<file path="src/rtl/sb_req_arbiter.sv">
// sb_req_arbiter: round-robin arbiter that funnels per-FSM resource requests
// into the scoreboard's single registered request port. Memory-claiming
// opcodes wait for a free bank plus a short holdoff after each memory grant.
//
// Optional feature macro: SB_ARB_STARVE_EN (starvation-priority override).
//
// Handshake: requester i offers a request by raising req_valid[i] and holding
// req_opcode[i] steady; the request is accepted in the cycle where
// req_valid[i] && req_ready[i]. req_ready is combinational, at most one-hot,
// and never depends on the requester seeing its own ready first. Dropping
// req_valid before acceptance withdraws the request with no side effects.

package sb_common_pkg;
    localparam int unsigned MEM_OPCODE_READ       = 1;
    localparam int unsigned MEM_OPCODE_WRITE_ADDR = 2;
endpackage

module sb_req_arbiter
    import sb_common_pkg::*;
#(
    parameter int                            NUM_REQ      = 4,
    parameter int                            SRC_ID_W     = 4,
    parameter int                            OPCODE_W     = 2,
    parameter logic [NUM_REQ*SRC_ID_W-1:0]   REQ_SRC_IDS  = '0,
    parameter int                            MEM_HOLDOFF  = 1,
    parameter int                            STARVE_LIMIT = 8
) (
    input  logic                             clk,
    input  logic                             rst,
    input  logic [NUM_REQ-1:0]               req_valid,
    input  logic [NUM_REQ*OPCODE_W-1:0]      req_opcode,
    output logic [NUM_REQ-1:0]               req_ready,
    input  logic                             mem_ready,
    output logic                             sb_req_valid,
    output logic [SRC_ID_W-1:0]              sb_req_src_id,
    output logic [OPCODE_W-1:0]              sb_req_opcode
);

    localparam int PTR_W = (NUM_REQ > 1) ? $clog2(NUM_REQ) : 1;

    logic [PTR_W-1:0]    r_rr_ptr;
    logic [2:0]          r_holdoff_cnt;

    logic [NUM_REQ-1:0]  w_is_mem;
    logic [NUM_REQ-1:0]  w_eligible;
    logic                w_mem_open;
    logic                w_rr_found;
    logic [PTR_W-1:0]    w_rr_idx;
    logic                w_grant_any;
    logic [PTR_W-1:0]    w_grant_idx;
    logic                w_xfer;
    logic                w_xfer_mem;
    logic [SRC_ID_W-1:0] w_grant_src;
    logic [OPCODE_W-1:0] w_grant_op;

    // Classify each request and decide whether it may be granted this cycle.
    always_comb begin
        w_is_mem   = '0;
        w_eligible = '0;
        w_mem_open = mem_ready && (r_holdoff_cnt == 3'd0);
        for (int i = 0; i < NUM_REQ; i++) begin
            w_is_mem[i] = (req_opcode[i*OPCODE_W +: OPCODE_W] == OPCODE_W'(MEM_OPCODE_READ)) ||
                          (req_opcode[i*OPCODE_W +: OPCODE_W] == OPCODE_W'(MEM_OPCODE_WRITE_ADDR));
            w_eligible[i] = req_valid[i] && (!w_is_mem[i] || w_mem_open);
        end
    end

    // Round-robin search from rr_ptr+1: first eligible index above the pointer,
    // otherwise wrap to the lowest eligible index.
    always_comb begin
        logic            v_hi_found;
        logic [PTR_W-1:0] v_hi_idx;
        logic            v_lo_found;
        logic [PTR_W-1:0] v_lo_idx;
        v_hi_found = 1'b0;
        v_hi_idx   = '0;
        v_lo_found = 1'b0;
        v_lo_idx   = '0;
        for (int i = 0; i < NUM_REQ; i++) begin
            if (w_eligible[i] && !v_lo_found) begin
                v_lo_found = 1'b1;
                v_lo_idx   = PTR_W'(i);
            end
            if (w_eligible[i] && !v_hi_found && (i > int'(r_rr_ptr))) begin
                v_hi_found = 1'b1;
                v_hi_idx   = PTR_W'(i);
            end
        end
        w_rr_found = v_lo_found;
        w_rr_idx   = v_hi_found ? v_hi_idx : v_lo_idx;
    end

`ifdef SB_ARB_STARVE_EN
    localparam int CNT_W = $clog2(STARVE_LIMIT + 1);

    logic [CNT_W-1:0]    r_wait_cnt [NUM_REQ];
    logic                w_st_found;
    logic [PTR_W-1:0]    w_st_idx;

    // A starved, eligible requester (lowest index first) overrides round-robin.
    always_comb begin
        w_st_found = 1'b0;
        w_st_idx   = '0;
        for (int i = 0; i < NUM_REQ; i++) begin
            if (w_eligible[i] && !w_st_found &&
                (r_wait_cnt[i] >= CNT_W'(STARVE_LIMIT))) begin
                w_st_found = 1'b1;
                w_st_idx   = PTR_W'(i);
            end
        end
        w_grant_any = w_rr_found;
        w_grant_idx = w_st_found ? w_st_idx : w_rr_idx;
    end

    // Saturating wait counters: count cycles spent valid but not accepted.
    always_ff @(posedge clk or posedge rst) begin
        if (rst) begin
            for (int i = 0; i < NUM_REQ; i++) begin
                r_wait_cnt[i] <= '0;
            end
        end else begin
            for (int i = 0; i < NUM_REQ; i++) begin
                if (!req_valid[i] || req_ready[i]) begin
                    r_wait_cnt[i] <= '0;
                end else if (r_wait_cnt[i] != {CNT_W{1'b1}}) begin
                    r_wait_cnt[i] <= r_wait_cnt[i] + CNT_W'(1);
                end
            end
        end
    end
`else
    // Pure round-robin grant selection.
    always_comb begin
        w_grant_any = w_rr_found;
        w_grant_idx = w_rr_idx;
    end
`endif

    // Drive the one-hot grant; nothing is granted while reset is asserted.
    always_comb begin
        req_ready   = '0;
        w_xfer      = 1'b0;
        w_xfer_mem  = 1'b0;
        w_grant_src = REQ_SRC_IDS[w_grant_idx*SRC_ID_W +: SRC_ID_W];
        w_grant_op  = req_opcode[w_grant_idx*OPCODE_W +: OPCODE_W];
        if (!rst && w_grant_any) begin
            req_ready  = NUM_REQ'(1) << w_grant_idx;
            w_xfer     = 1'b1;
            w_xfer_mem = w_is_mem[w_grant_idx];
        end
    end

    // Register the accepted request toward the scoreboard and advance rr_ptr.
    always_ff @(posedge clk or posedge rst) begin
        if (rst) begin
            r_rr_ptr      <= PTR_W'(NUM_REQ - 1);
            sb_req_valid  <= 1'b0;
            sb_req_src_id <= '0;
            sb_req_opcode <= '0;
        end else begin
            sb_req_valid <= w_xfer;
            if (w_xfer) begin
                r_rr_ptr      <= w_grant_idx;
                sb_req_src_id <= w_grant_src;
                sb_req_opcode <= w_grant_op;
            end
        end
    end

    // Memory holdoff: reload on a memory grant, otherwise count down to zero.
    always_ff @(posedge clk or posedge rst) begin
        if (rst) begin
            r_holdoff_cnt <= 3'd0;
        end else if (w_xfer && w_xfer_mem) begin
            r_holdoff_cnt <= 3'(MEM_HOLDOFF);
        end else if (r_holdoff_cnt != 3'd0) begin
            r_holdoff_cnt <= r_holdoff_cnt - 3'd1;
        end
    end

endmodule
</file>
<file path="config.mk">
export PLATFORM = sky130hd
export DESIGN_NAME = sb_req_arbiter
export DESIGN_NICKNAME = d
export VERILOG_FILES = /design/src/rtl/sb_req_arbiter.sv
export SDC_FILE = /design/constraint.sdc
export NUM_CORES = 1
export LEC_CHECK = 0
export BUFFER_PORTS_ARGS = -buffer_cell sky130_fd_sc_hd__clkbuf_2
export CAP_MARGIN = 5
export CORE_MARGIN = 1
export CORE_UTILIZATION = 47
export DETAILED_ROUTE_END_ITERATION = 8
export PLACE_DENSITY = 0.79
export SLEW_MARGIN = 20
export SYNTH_ARGS = -nofsm -noshare
export SYNTH_HDL_FRONTEND = slang
export SYNTH_SLANG_ARGS = --single-unit
</file>
<file path="constraint.sdc">
create_clock -name clk -period 3.3 [get_ports clk]
set_input_delay 0.66 -clock clk [delete_from_list [all_inputs] [get_ports clk]]
set_output_delay 0.66 -clock clk [all_outputs]
set_load 0.1 [all_outputs]
</file>
==> results.py, run 1 <==
metrics = {
    "status": {
        "status": "complete, no violations",
    },
    "placement": {
        "dp_hpwl_microns": 1250,
        "routabilityCongestion": 0.808,
        "io_buffers": 21,
        "post-place-ws_ns": 0.240,
        "postPlaceCellArea_sq_um": 827,
        "placed_cells": 112,
    },
    "sta": {
        "fin_hold_ws_ns": 0.347,
        "timing.final.hold_violations": 0,
        "rsz_0062_raised_after_global_routing": "no",
        "clock_skew_ns": 0.00116,
        "final-setup-viol-count": 0,
        "postLayoutSetupSlackWorst_ns": 0.121,
        "final.period_utilization": 0.963,
        "maxSlewViolCount": 0,
        "timing.fmax_ghz": 0.315,
        "relSlewSlack": 0.640,
        "worst_slew_pin_slew_ns": 0.542,
        "finalWorstPathRequiredPeriod_ns": 3.18,
    },
    "finish": {
        "commonest_non_fill_non_tap_cells_in_the_layout": "17 x sky130_fd_sc_hd__clkbuf_2, 9 x sky130_fd_sc_hd__inv_1, 8 x sky130_fd_sc_hd__nor2_1",
        "layout_commonest_cell": "sky130_fd_sc_hd__clkbuf_2",
        "finalInstanceArea_sq_um": 906,
        "fin_nets": 119,
        "final-instance-count-excl-fill": 116,
        "antennaDiodeCount": 0,
        "growth_of_design_area_from_synthesis_to_finish_pct": 35.1,
        "layout-drive-gt1-share": 0.416,
    },
    "worst_hold_path": {
        "timing.hold.worst.class": "primary input to asynchronous set/reset pin",
    },
    "global_routing": {
        "grt_pass1_wl_microns": 2350,
        "globalRouteTotalUtil": 0.223,
        "antenna_found_initial": 0,
        "largest_net_degree_at_the_start_of_global_routing": 11,
        "globalRouteOverflowTotal": 0,
        "first_global_vias": 552,
    },
    "setup_path": {
        "worst_path_largest_cell_delay_ns": 0.44,
        "critical_path.endpoint_type": "primary output",
        "cpLargestDelayFamily": "simple AND/OR/NAND/NOR gates",
        "arrival_ns": 2.52,
        "path_cells": "inv_1 -> ha_1 -> ha_2 -> and2_4 -> o21ai_4 -> nor3_1 -> or3_4 -> nor3_2 -> buf_12",
        "timing.critical_path.buf_inv": 2,
        "worst-r2r-setup-slack_ns": 0.75,
        "crit_path_start_kind": "register",
        "critical_path.slowest_cell": "sky130_fd_sc_hd__or3_4",
        "number_of_logic_stages_on_the_critical_path_including_buffering": 9,
        "critical_path_required_ns": 2.64,
        "timing.reg2reg.worst_path_depth": 9,
        "critical_path_peak_fanout": 7,
        "worst_setup_path_class": "register to primary output",
    },
    "logic_synthesis": {
        "synthDominantAreaCellType": "sky130_fd_sc_hd__dfrtp_1",
        "synthesis.area_sq_um": 671,
        "post_synth_main_area_contributors": "sky130_fd_sc_hd__dfrtp_1 22%, sky130_fd_sc_hd__dfstp_2 7.8%, sky130_fd_sc_hd__xnor2_1 6.5%",
        "post_synth_inst_count": 79,
        "synth_largest_type_area_fraction": 0.224,
        "share_of_the_yosys_chip_area_belonging_to_registers": 0.302,
        "synthDistinctLibCells": 28,
        "synth.ff_latch_count": 8,
        "synthesis.yosys.warnings": 0,
        "syn_avg_cell_area_sq_um": 8.49,
    },
    "cts": {
        "clockBufferDepth": 2,
        "cts_buffers": 3,
        "numClockSinks": 8,
        "postCtsSetupBuffers": 0,
        "clock_tree_from_tritoncts": "yes",
        "cts_root_buf": "sky130_fd_sc_hd__clkbuf_4",
        "insertion_delay_ns": 0.25,
        "clk_pin_slew_worst_paths_ns": 0.06,
        "h_tree_level_count": 1,
    },
    "pwr": {
        "finalPower_uw": 859,
        "pwr_density_cell_nw_per_um2": 948,
        "leakagePower_nw": 0.404,
        "ir_worst_vdd_v": 0.000810,
    },
    "detailed_routing": {
        "route.detailed.vias_per_inst": 5.65,
        "drt_first_iter_violations": 13,
        "antenna_left": 0,
        "vias": 655,
        "drt-pass1-iter-count": 4,
        "drt-wirelength-per-cell_microns": 14.1,
        "drt_wl_total_microns": 1640,
        "remaining_drc_errors": 0,
    },
    "floorplanning": {
        "fp.dieArea_sq_um": 1580,
        "core_region_area_sq_um": 1320,
        "floorplan.initialDensity": 0.509,
        "die_height_microns": 39.8,
        "floorplan.io_pins": 26,
        "row_count": 13,
        "dieWidth_microns": 39.8,
    },
    "flow_run": {
        "max-cap-violations": 0,
    },
}
sequential cells by signal (all words and copies together) (netlist names):
| register | cells |
|---|---|
| r_rr_ptr | 2 |
| sb_req_valid | 1 |
| r_holdoff_cnt | 3 |
| sb_req_opcode | 2 |
cell type report:
| class | count | area [sq um] |
|---|---|---|
| sequential | 8 | 203 |
| multi-input combinational | 59 | 459 |
| inverter | 9 | 33.8 |
| tap | 15 | 18.8 |
| timing repair buffer | 21 | 165 |
| fill | 101 | 412 |
| clock buffer | 4 | 26.3 |
per-stage QoR:
stage | setup TNS (ns) | utilization
after global routing | 0 | 0.688
after detailed placement | 0 | 0.628
after floorplan | -1.39 | -
after CTS | 0 | 0.648
after global placement | 0 | 0.628
final | 0 | 0.688
final timing paths:
kind | start | to
setup / recovery | r_holdoff_cnt[0]$_DFFE_PP0P_ | req_ready[3]
hold / removal | rst | sb_req_opcode[1]$_DFFE_PP0P_
setup reg to reg | r_holdoff_cnt[0]$_DFFE_PP0P_ | sb_req_opcode[1]$_DFFE_PP0P_
hold reg to reg | r_rr_ptr[1]$_DFFE_PP1P_ | r_rr_ptr[1]$_DFFE_PP1P_
max in group asynchronous | rst | r_rr_ptr[0]$_DFFE_PP1P_
min in group clk | r_rr_ptr[1]$_DFFE_PP1P_ | r_rr_ptr[1]$_DFFE_PP1P_
synth_stat cells, drive strengths merged:
master	count
o221ai	2
nor3	3
nand2	3
conb	1
a2111oi	2
o21ai	4
nor2	9
ha	2
a211oi	5
a221o	1
and2	1
a221oi	3
dfrtp	6
o31ai	1
a31o	1
o21a	3
dfstp	2
inv	9
or3	1
xnor2	5
buf	6
a21oi	6
mux2i	2
a21o	1
report_power, final:
part           total (mW)  switching, mW  internal, mW
Sequential          0.184         0.0326         0.152
Clock              0.0806         0.0343        0.0463
Combinational       0.594          0.408         0.186
cells by family after synthesis:
| family | count (synthesis) | share of synthesized area |
|---|---|---|
| AO/OA/AOI/OAI | 29 | 0.325 |
| AND/OR/NAND/NOR | 17 | 0.112 |
| buffers and inverters | 15 | 0.123 |
| flip-flops | 8 | 0.302 |
| XOR/XNOR | 5 | 0.0653 |
| adder cells (fa/ha/maj) | 2 | 0.0373 |
| multiplexers | 2 | 0.0299 |
| other | 1 | 0.00559 |
what timing repair did:
| action | CTS | global route |
|---|---|---|
| hold buffers | 0 | 0 |
| endpoints found under the hold margin | 0 | 0 |
| gates resized for setup | 1 | 11 |
| pin swaps | 1 | 1 |
| setup endpoints to repair | 2 | 4 |
routing by layer:
layer  GRT usage  wire length (microns)
met5           0                      0
met4      0.0259                      0
met3      0.0511                     72
met2       0.357                    819
met1       0.310                    748
worst register-to-register path, stage by stage, from the launching register on:
cell                        delay, ns
sky130_fd_sc_hd__dfrtp_1         0.36
sky130_fd_sc_hd__inv_1           0.06
sky130_fd_sc_hd__ha_1            0.20
sky130_fd_sc_hd__ha_2            0.21
sky130_fd_sc_hd__and2_4          0.17
sky130_fd_sc_hd__o21ai_1         0.30
sky130_fd_sc_hd__o221ai_2        0.19
sky130_fd_sc_hd__a21o_1          0.30
sky130_fd_sc_hd__a2111oi_0       0.51
sky130_fd_sc_hd__a211oi_1        0.11
No activity file was read; power rests on OpenSTA's default activity.
==> run 2, diff against run 1 <==
==> constraint.sdc (replaced) <==
create_clock -name clk -period 3.3 [get_ports clk]
set_input_delay 0.495 -clock clk [delete_from_list [all_inputs] [get_ports clk]]
set_output_delay 0.495 -clock clk [all_outputs]
set_load 0.1 [all_outputs]
==> results.py, run 2 (synthesized netlist as in run 1, its figures left out) <==
metrics = {
    "setup_path": {
        "worst_path_largest_cell_delay_ns": 0.49,
        "worst_setup_path_class": "register to primary output",
        "critical_path.slowest_cell": "sky130_fd_sc_hd__or3_1",
        "critical_path_peak_fanout": 7,
        "timing.critical_path.buf_inv": 2,
        "critical_path.most_common_cell": "sky130_fd_sc_hd__ha_1",
        "cpLargestDelayFamily": "simple AND/OR/NAND/NOR gates",
        "path_cells": "inv_1 -> ha_1 -> ha_1 -> and2_4 -> o21ai_4 -> nor3_1 -> or3_1 -> nor3_2 -> buf_6",
        "critical_path_required_ns": 2.80,
        "crit_path_start_kind": "register",
        "arrival_ns": 2.63,
        "critical_path.endpoint_type": "primary output",
    },
    "pwr": {
        "switchingPower_uw": 456,
        "internal_power_uw": 350,
        "pwr_density_cell_nw_per_um2": 965,
        "leakagePower_nw": 0.393,
        "comb_power_share": 0.671,
        "ir_worst_vdd_v": 0.000671,
        "power.share.sequential": 0.224,
        "swShare": 0.566,
        "pwr-share-clk": 0.105,
        "finalPower_uw": 806,
    },
    "detailed_routing": {
        "vias": 645,
        "drt-wirelength-per-cell_microns": 13.8,
        "drt-pass1-iter-count": 4,
        "drt_first_iter_violations": 7,
        "remaining_drc_errors": 0,
        "route.detailed.vias_per_inst": 5.56,
        "antenna_left": 0,
        "drt_wl_total_microns": 1600,
    },
    "worst_hold_path": {
        "timing.hold.worst.class": "primary input to asynchronous set/reset pin",
    },
    "finish": {
        "final-instance-count-excl-fill": 116,
        "finish.utilization": 0.634,
        "sequential_cell_area_sq_um": 203,
        "commonest_non_fill_non_tap_cells_in_the_layout": "17 x sky130_fd_sc_hd__clkbuf_2, 9 x sky130_fd_sc_hd__nor2_1, 9 x sky130_fd_sc_hd__inv_1",
        "fin_nets": 119,
        "growth_of_design_area_from_synthesis_to_finish_pct": 24.6,
        "top_register": "r_holdoff_cnt",
        "finalInstanceArea_sq_um": 836,
        "layout-drive-gt1-share": 0.356,
        "layout_commonest_cell": "sky130_fd_sc_hd__clkbuf_2",
        "multiInputGateArea_sq_um": 432,
        "reg.largest.list": "r_holdoff_cnt: 3 flops, r_rr_ptr: 2 flops, sb_req_opcode: 2 flops",
        "antennaDiodeCount": 0,
        "fillers": 132,
        "largest_register_ff_count": 3,
    },
    "sta": {
        "final.period_utilization": 0.946,
        "relSlewSlack": 0.647,
        "clock_skew_ns": 0.00460,
        "fin_hold_ws_ns": 0.180,
        "finalWorstPathRequiredPeriod_ns": 3.12,
        "rsz_0062_raised_after_global_routing": "no",
        "timing.fmax_ghz": 0.320,
        "postLayoutSetupSlackWorst_ns": 0.179,
        "final.setup.tns_ns": 0,
        "final-setup-viol-count": 0,
        "timing.final.hold_violations": 0,
        "worst_slew_pin_slew_ns": 0.516,
        "maxSlewViolCount": 0,
    },
    "placement": {
        "postPlaceCellArea_sq_um": 772,
        "dp_hpwl_microns": 1240,
        "routabilityCongestion": 0.734,
        "post-place-ws_ns": 0.330,
        "io_buffers": 21,
        "placed_cells": 112,
    },
    "global_routing": {
        "first_global_vias": 539,
        "antenna_found_initial": 0,
        "grt_pass1_wl_microns": 2260,
        "globalRouteOverflowTotal": 0,
        "largest_net_degree_at_the_start_of_global_routing": 11,
        "globalRouteTotalUtil": 0.220,
    },
    "floorplanning": {
        "floorplan.io_pins": 26,
        "floorplan.initialDensity": 0.509,
        "die_height_microns": 39.8,
        "row_count": 13,
        "fp.dieArea_sq_um": 1580,
        "core_region_area_sq_um": 1320,
        "dieWidth_microns": 39.8,
    },
    "cts": {
        "insertion_delay_ns": 0.26,
        "cts-hold-fix-buffers": 0,
        "clockBufferDepth": 2,
        "h_tree_level_count": 1,
        "clk_pin_slew_worst_paths_ns": 0.06,
        "numClockSinks": 8,
        "cts_buffers": 3,
        "postCtsSetupBuffers": 0,
        "cts_root_buf": "sky130_fd_sc_hd__clkbuf_4",
        "clock_tree_from_tritoncts": "yes",
        "post_cts_resized": 0,
    },
    "status": {
        "status": "complete, no violations",
    },
    "flow_run": {
        "max-cap-violations": 0,
    },
}
run 2: power by group through the flow:
stage               clock network, mW  registers [mW]  logic [mW]
floorplan                           0           0.277       0.346
global placement                    0           0.181       0.508
detailed placement                  0           0.182       0.522
CTS                            0.0852           0.181       0.524
global route                   0.0928           0.185       0.581
finish                         0.0847           0.180       0.541
run 2: area by class of cell:
type	instances	area share
clock buffers	4	0.0314
inverters	9	0.0404
multi-input cells	59	0.516
flip-flops and latches	8	0.243
well taps	15	0.0225
repair buffers	21	0.147
run 2: worst paths after layout:
kind / slack [ns] / from / cells past startpoint / endpoint
max reg2reg: 0.63 / r_holdoff_cnt[0]$_DFFE_PP0P_ / 9 / sb_req_opcode[0]$_DFFE_PP0P_
min in group clk: 0.49 / req_opcode[2] / 3 / sb_req_opcode[0]$_DFFE_PP0P_
max: 0.18 / r_holdoff_cnt[0]$_DFFE_PP0P_ / 9 / req_ready[3]
max in group asynchronous: 2.83 / rst / 2 / r_rr_ptr[0]$_DFFE_PP1P_
min: 0.18 / rst / 2 / r_holdoff_cnt[0]$_DFFE_PP0P_
min reg2reg: 0.50 / r_rr_ptr[1]$_DFFE_PP1P_ / 2 / r_rr_ptr[1]$_DFFE_PP1P_
run 2: metal layers:
metal / track usage / up-vias / share of wire
met3: 0.0852 / 0 / 0.049
met1: 0.260 / 302 / 0.43
li1: - / 322 / -
met4: 0.0259 / 0 / 0
met5: 0 / - / 0
met2: 0.381 / 21 / 0.52
run 2: worst reg2reg max path, cell delays in order (launching register included):
cell	delay [ns]
sky130_fd_sc_hd__dfrtp_1	0.37
sky130_fd_sc_hd__inv_1	0.05
sky130_fd_sc_hd__ha_1	0.19
sky130_fd_sc_hd__ha_1	0.25
sky130_fd_sc_hd__and2_4	0.20
sky130_fd_sc_hd__o21ai_4	0.25
sky130_fd_sc_hd__o221ai_1	0.26
sky130_fd_sc_hd__a21o_1	0.32
sky130_fd_sc_hd__a2111oi_0	0.56
sky130_fd_sc_hd__a211oi_1	0.08
==> run 3, diff against run 2 <==
- CAP_MARGIN: 5 -> not set
- CORE_UTILIZATION: 47 -> 40
- PLACE_DENSITY: 0.79 -> 0.7
==> results.py, run 3 (synthesized netlist as in run 1, its figures left out) <==
metrics = {
    "setup_path": {
        "crit_start": "r_holdoff_cnt[0]$_DFFE_PP0P_",
        "critical_path_peak_fanout": 10,
        "critical_path_required_ns": 2.80,
        "crit_path_start_kind": "register",
        "endpoint": "req_ready[0]",
        "r2r-end": "sb_req_opcode[1]$_DFFE_PP0P_",
        "arrival_ns": 2.61,
        "worst-r2r-setup-slack_ns": 0.72,
        "worstReg2RegStart": "r_holdoff_cnt[0]$_DFFE_PP0P_",
        "worst_setup_path_class": "register to primary output",
        "critical_path.endpoint_type": "primary output",
        "timing.reg2reg.worst_path_depth": 9,
    },
    "cts": {
        "numClockSinks": 8,
        "clk_pin_slew_worst_paths_ns": 0.06,
        "h_tree_level_count": 1,
        "clockBufferDepth": 2,
        "cts-hold-fix-buffers": 0,
        "cts_buffers": 3,
        "post_cts_resized": 0,
        "clock_tree_from_tritoncts": "yes",
        "insertion_delay_ns": 0.26,
        "postCtsSetupBuffers": 0,
        "cts_root_buf": "sky130_fd_sc_hd__clkbuf_4",
    },
    "global_routing": {
        "largest_net_degree_at_the_start_of_global_routing": 11,
        "globalRouteTotalUtil": 0.190,
        "antenna_found_initial": 0,
        "first_global_vias": 601,
        "grt_pass1_wl_microns": 2640,
        "globalRouteOverflowTotal": 0,
    },
    "floorplanning": {
        "fp.dieArea_sq_um": 1840,
        "floorplan.initialDensity": 0.435,
        "floorplan.io_pins": 26,
        "die_height_microns": 42.9,
        "core_region_area_sq_um": 1540,
        "row_count": 14,
        "dieWidth_microns": 42.9,
    },
    "worst_hold_path": {
        "timing.hold.worst.class": "primary input to asynchronous set/reset pin",
    },
    "sta": {
        "postLayoutSetupSlackWorst_ns": 0.196,
        "timing.final.hold_violations": 0,
        "relSlewSlack": 0.640,
        "clock_skew_ns": 0.00367,
        "worst_slew_pin_slew_ns": 0.542,
        "final.setup.tns_ns": 0,
        "timing.fmax_ghz": 0.322,
        "finalWorstPathRequiredPeriod_ns": 3.10,
        "final-setup-viol-count": 0,
        "fin_hold_ws_ns": 0.183,
        "maxSlewViolCount": 0,
        "final.period_utilization": 0.941,
    },
    "detailed_routing": {
        "drt_first_iter_violations": 18,
        "antenna_left": 0,
        "drt-wirelength-per-cell_microns": 13.5,
        "drt_wl_total_microns": 1560,
        "drt-pass1-iter-count": 4,
        "remaining_drc_errors": 0,
        "vias": 636,
        "route.detailed.vias_per_inst": 5.48,
    },
    "finish": {
        "commonest_non_fill_non_tap_cells_in_the_layout": "17 x sky130_fd_sc_hd__clkbuf_2, 9 x sky130_fd_sc_hd__nor2_1, 9 x sky130_fd_sc_hd__inv_1",
        "largest_register_ff_count": 3,
        "reg.largest.list": "r_holdoff_cnt: 3 flops, r_rr_ptr: 2 flops, sb_req_opcode: 2 flops",
        "fin_nets": 119,
        "final-instance-count-excl-fill": 116,
        "antennaDiodeCount": 0,
        "growth_of_design_area_from_synthesis_to_finish_pct": 26.3,
        "top_register": "r_holdoff_cnt",
        "layout-drive-gt1-share": 0.370,
        "finish.utilization": 0.550,
        "finalInstanceArea_sq_um": 847,
        "layout_commonest_cell": "sky130_fd_sc_hd__clkbuf_2",
    },
    "placement": {
        "routabilityCongestion": 0.835,
        "dp_hpwl_microns": 1240,
        "postPlaceCellArea_sq_um": 786,
        "placed_cells": 113,
        "post-place-ws_ns": 0.332,
        "io_buffers": 21,
    },
    "pwr": {
        "ir_worst_vdd_v": 0.000517,
        "leakagePower_nw": 0.394,
        "finalPower_uw": 808,
        "pwr_density_cell_nw_per_um2": 954,
    },
    "flow_run": {
        "max-cap-violations": 0,
    },
    "status": {
        "status": "complete, no violations",
    },
}
[run 3: worst max-delay path, cell delays in order, from the launching register on]
cell                       delay (ns)
sky130_fd_sc_hd__dfrtp_1         0.36
sky130_fd_sc_hd__inv_1           0.05
sky130_fd_sc_hd__ha_1            0.19
sky130_fd_sc_hd__ha_1            0.25
sky130_fd_sc_hd__and2_4          0.19
sky130_fd_sc_hd__o21a_2          0.22
sky130_fd_sc_hd__nor2_1          0.22
sky130_fd_sc_hd__a31o_4          0.25
sky130_fd_sc_hd__inv_1           0.11
sky130_fd_sc_hd__o31ai_1         0.15
sky130_fd_sc_hd__nor2_1          0.08
sky130_fd_sc_hd__clkbuf_4        0.29
[run 3: cell type report]
| type | count | area, sq um |
|---|---|---|
| Clock buffer | 3 | 22.5 |
| Timing Repair Buffer | 21 | 131 |
| Sequential cell | 8 | 203 |
| Fill cell | 138 | 694 |
| Tap cell | 16 | 20.0 |
| Multi-Input combinational cell | 59 | 437 |
| Inverter | 9 | 33.8 |
[run 3: worst min-delay path by stage]
stage	from	end	cells past startpoint
finish	rst	r_holdoff_cnt[0]$_DFFE_PP0P_	2
global route	rst	r_holdoff_cnt[1]$_DFFE_PP0P_	2
CTS	rst	r_holdoff_cnt[0]$_DFFE_PP0P_	2
detailed placement	rst	r_holdoff_cnt[0]$_DFFE_PP0P_	2
global placement	rst	r_holdoff_cnt[0]$_DFFE_PP0P_	2
floorplan	rst	r_holdoff_cnt[0]$_DFFE_PP0P_	1
[run 3: report_power, final]
group	switching [mW]	internal [mW]
Clock	0.0343	0.0417
Combinational	0.391	0.159
Sequential	0.0306	0.152
[run 3: layer usage]
metal	GRT usage	routed length [microns]	up-vias
met5	0	0	-
met4	0.0485	0	0
met3	0.0723	90	0
met2	0.285	708	22
met1	0.256	763	292
li1	-	-	322
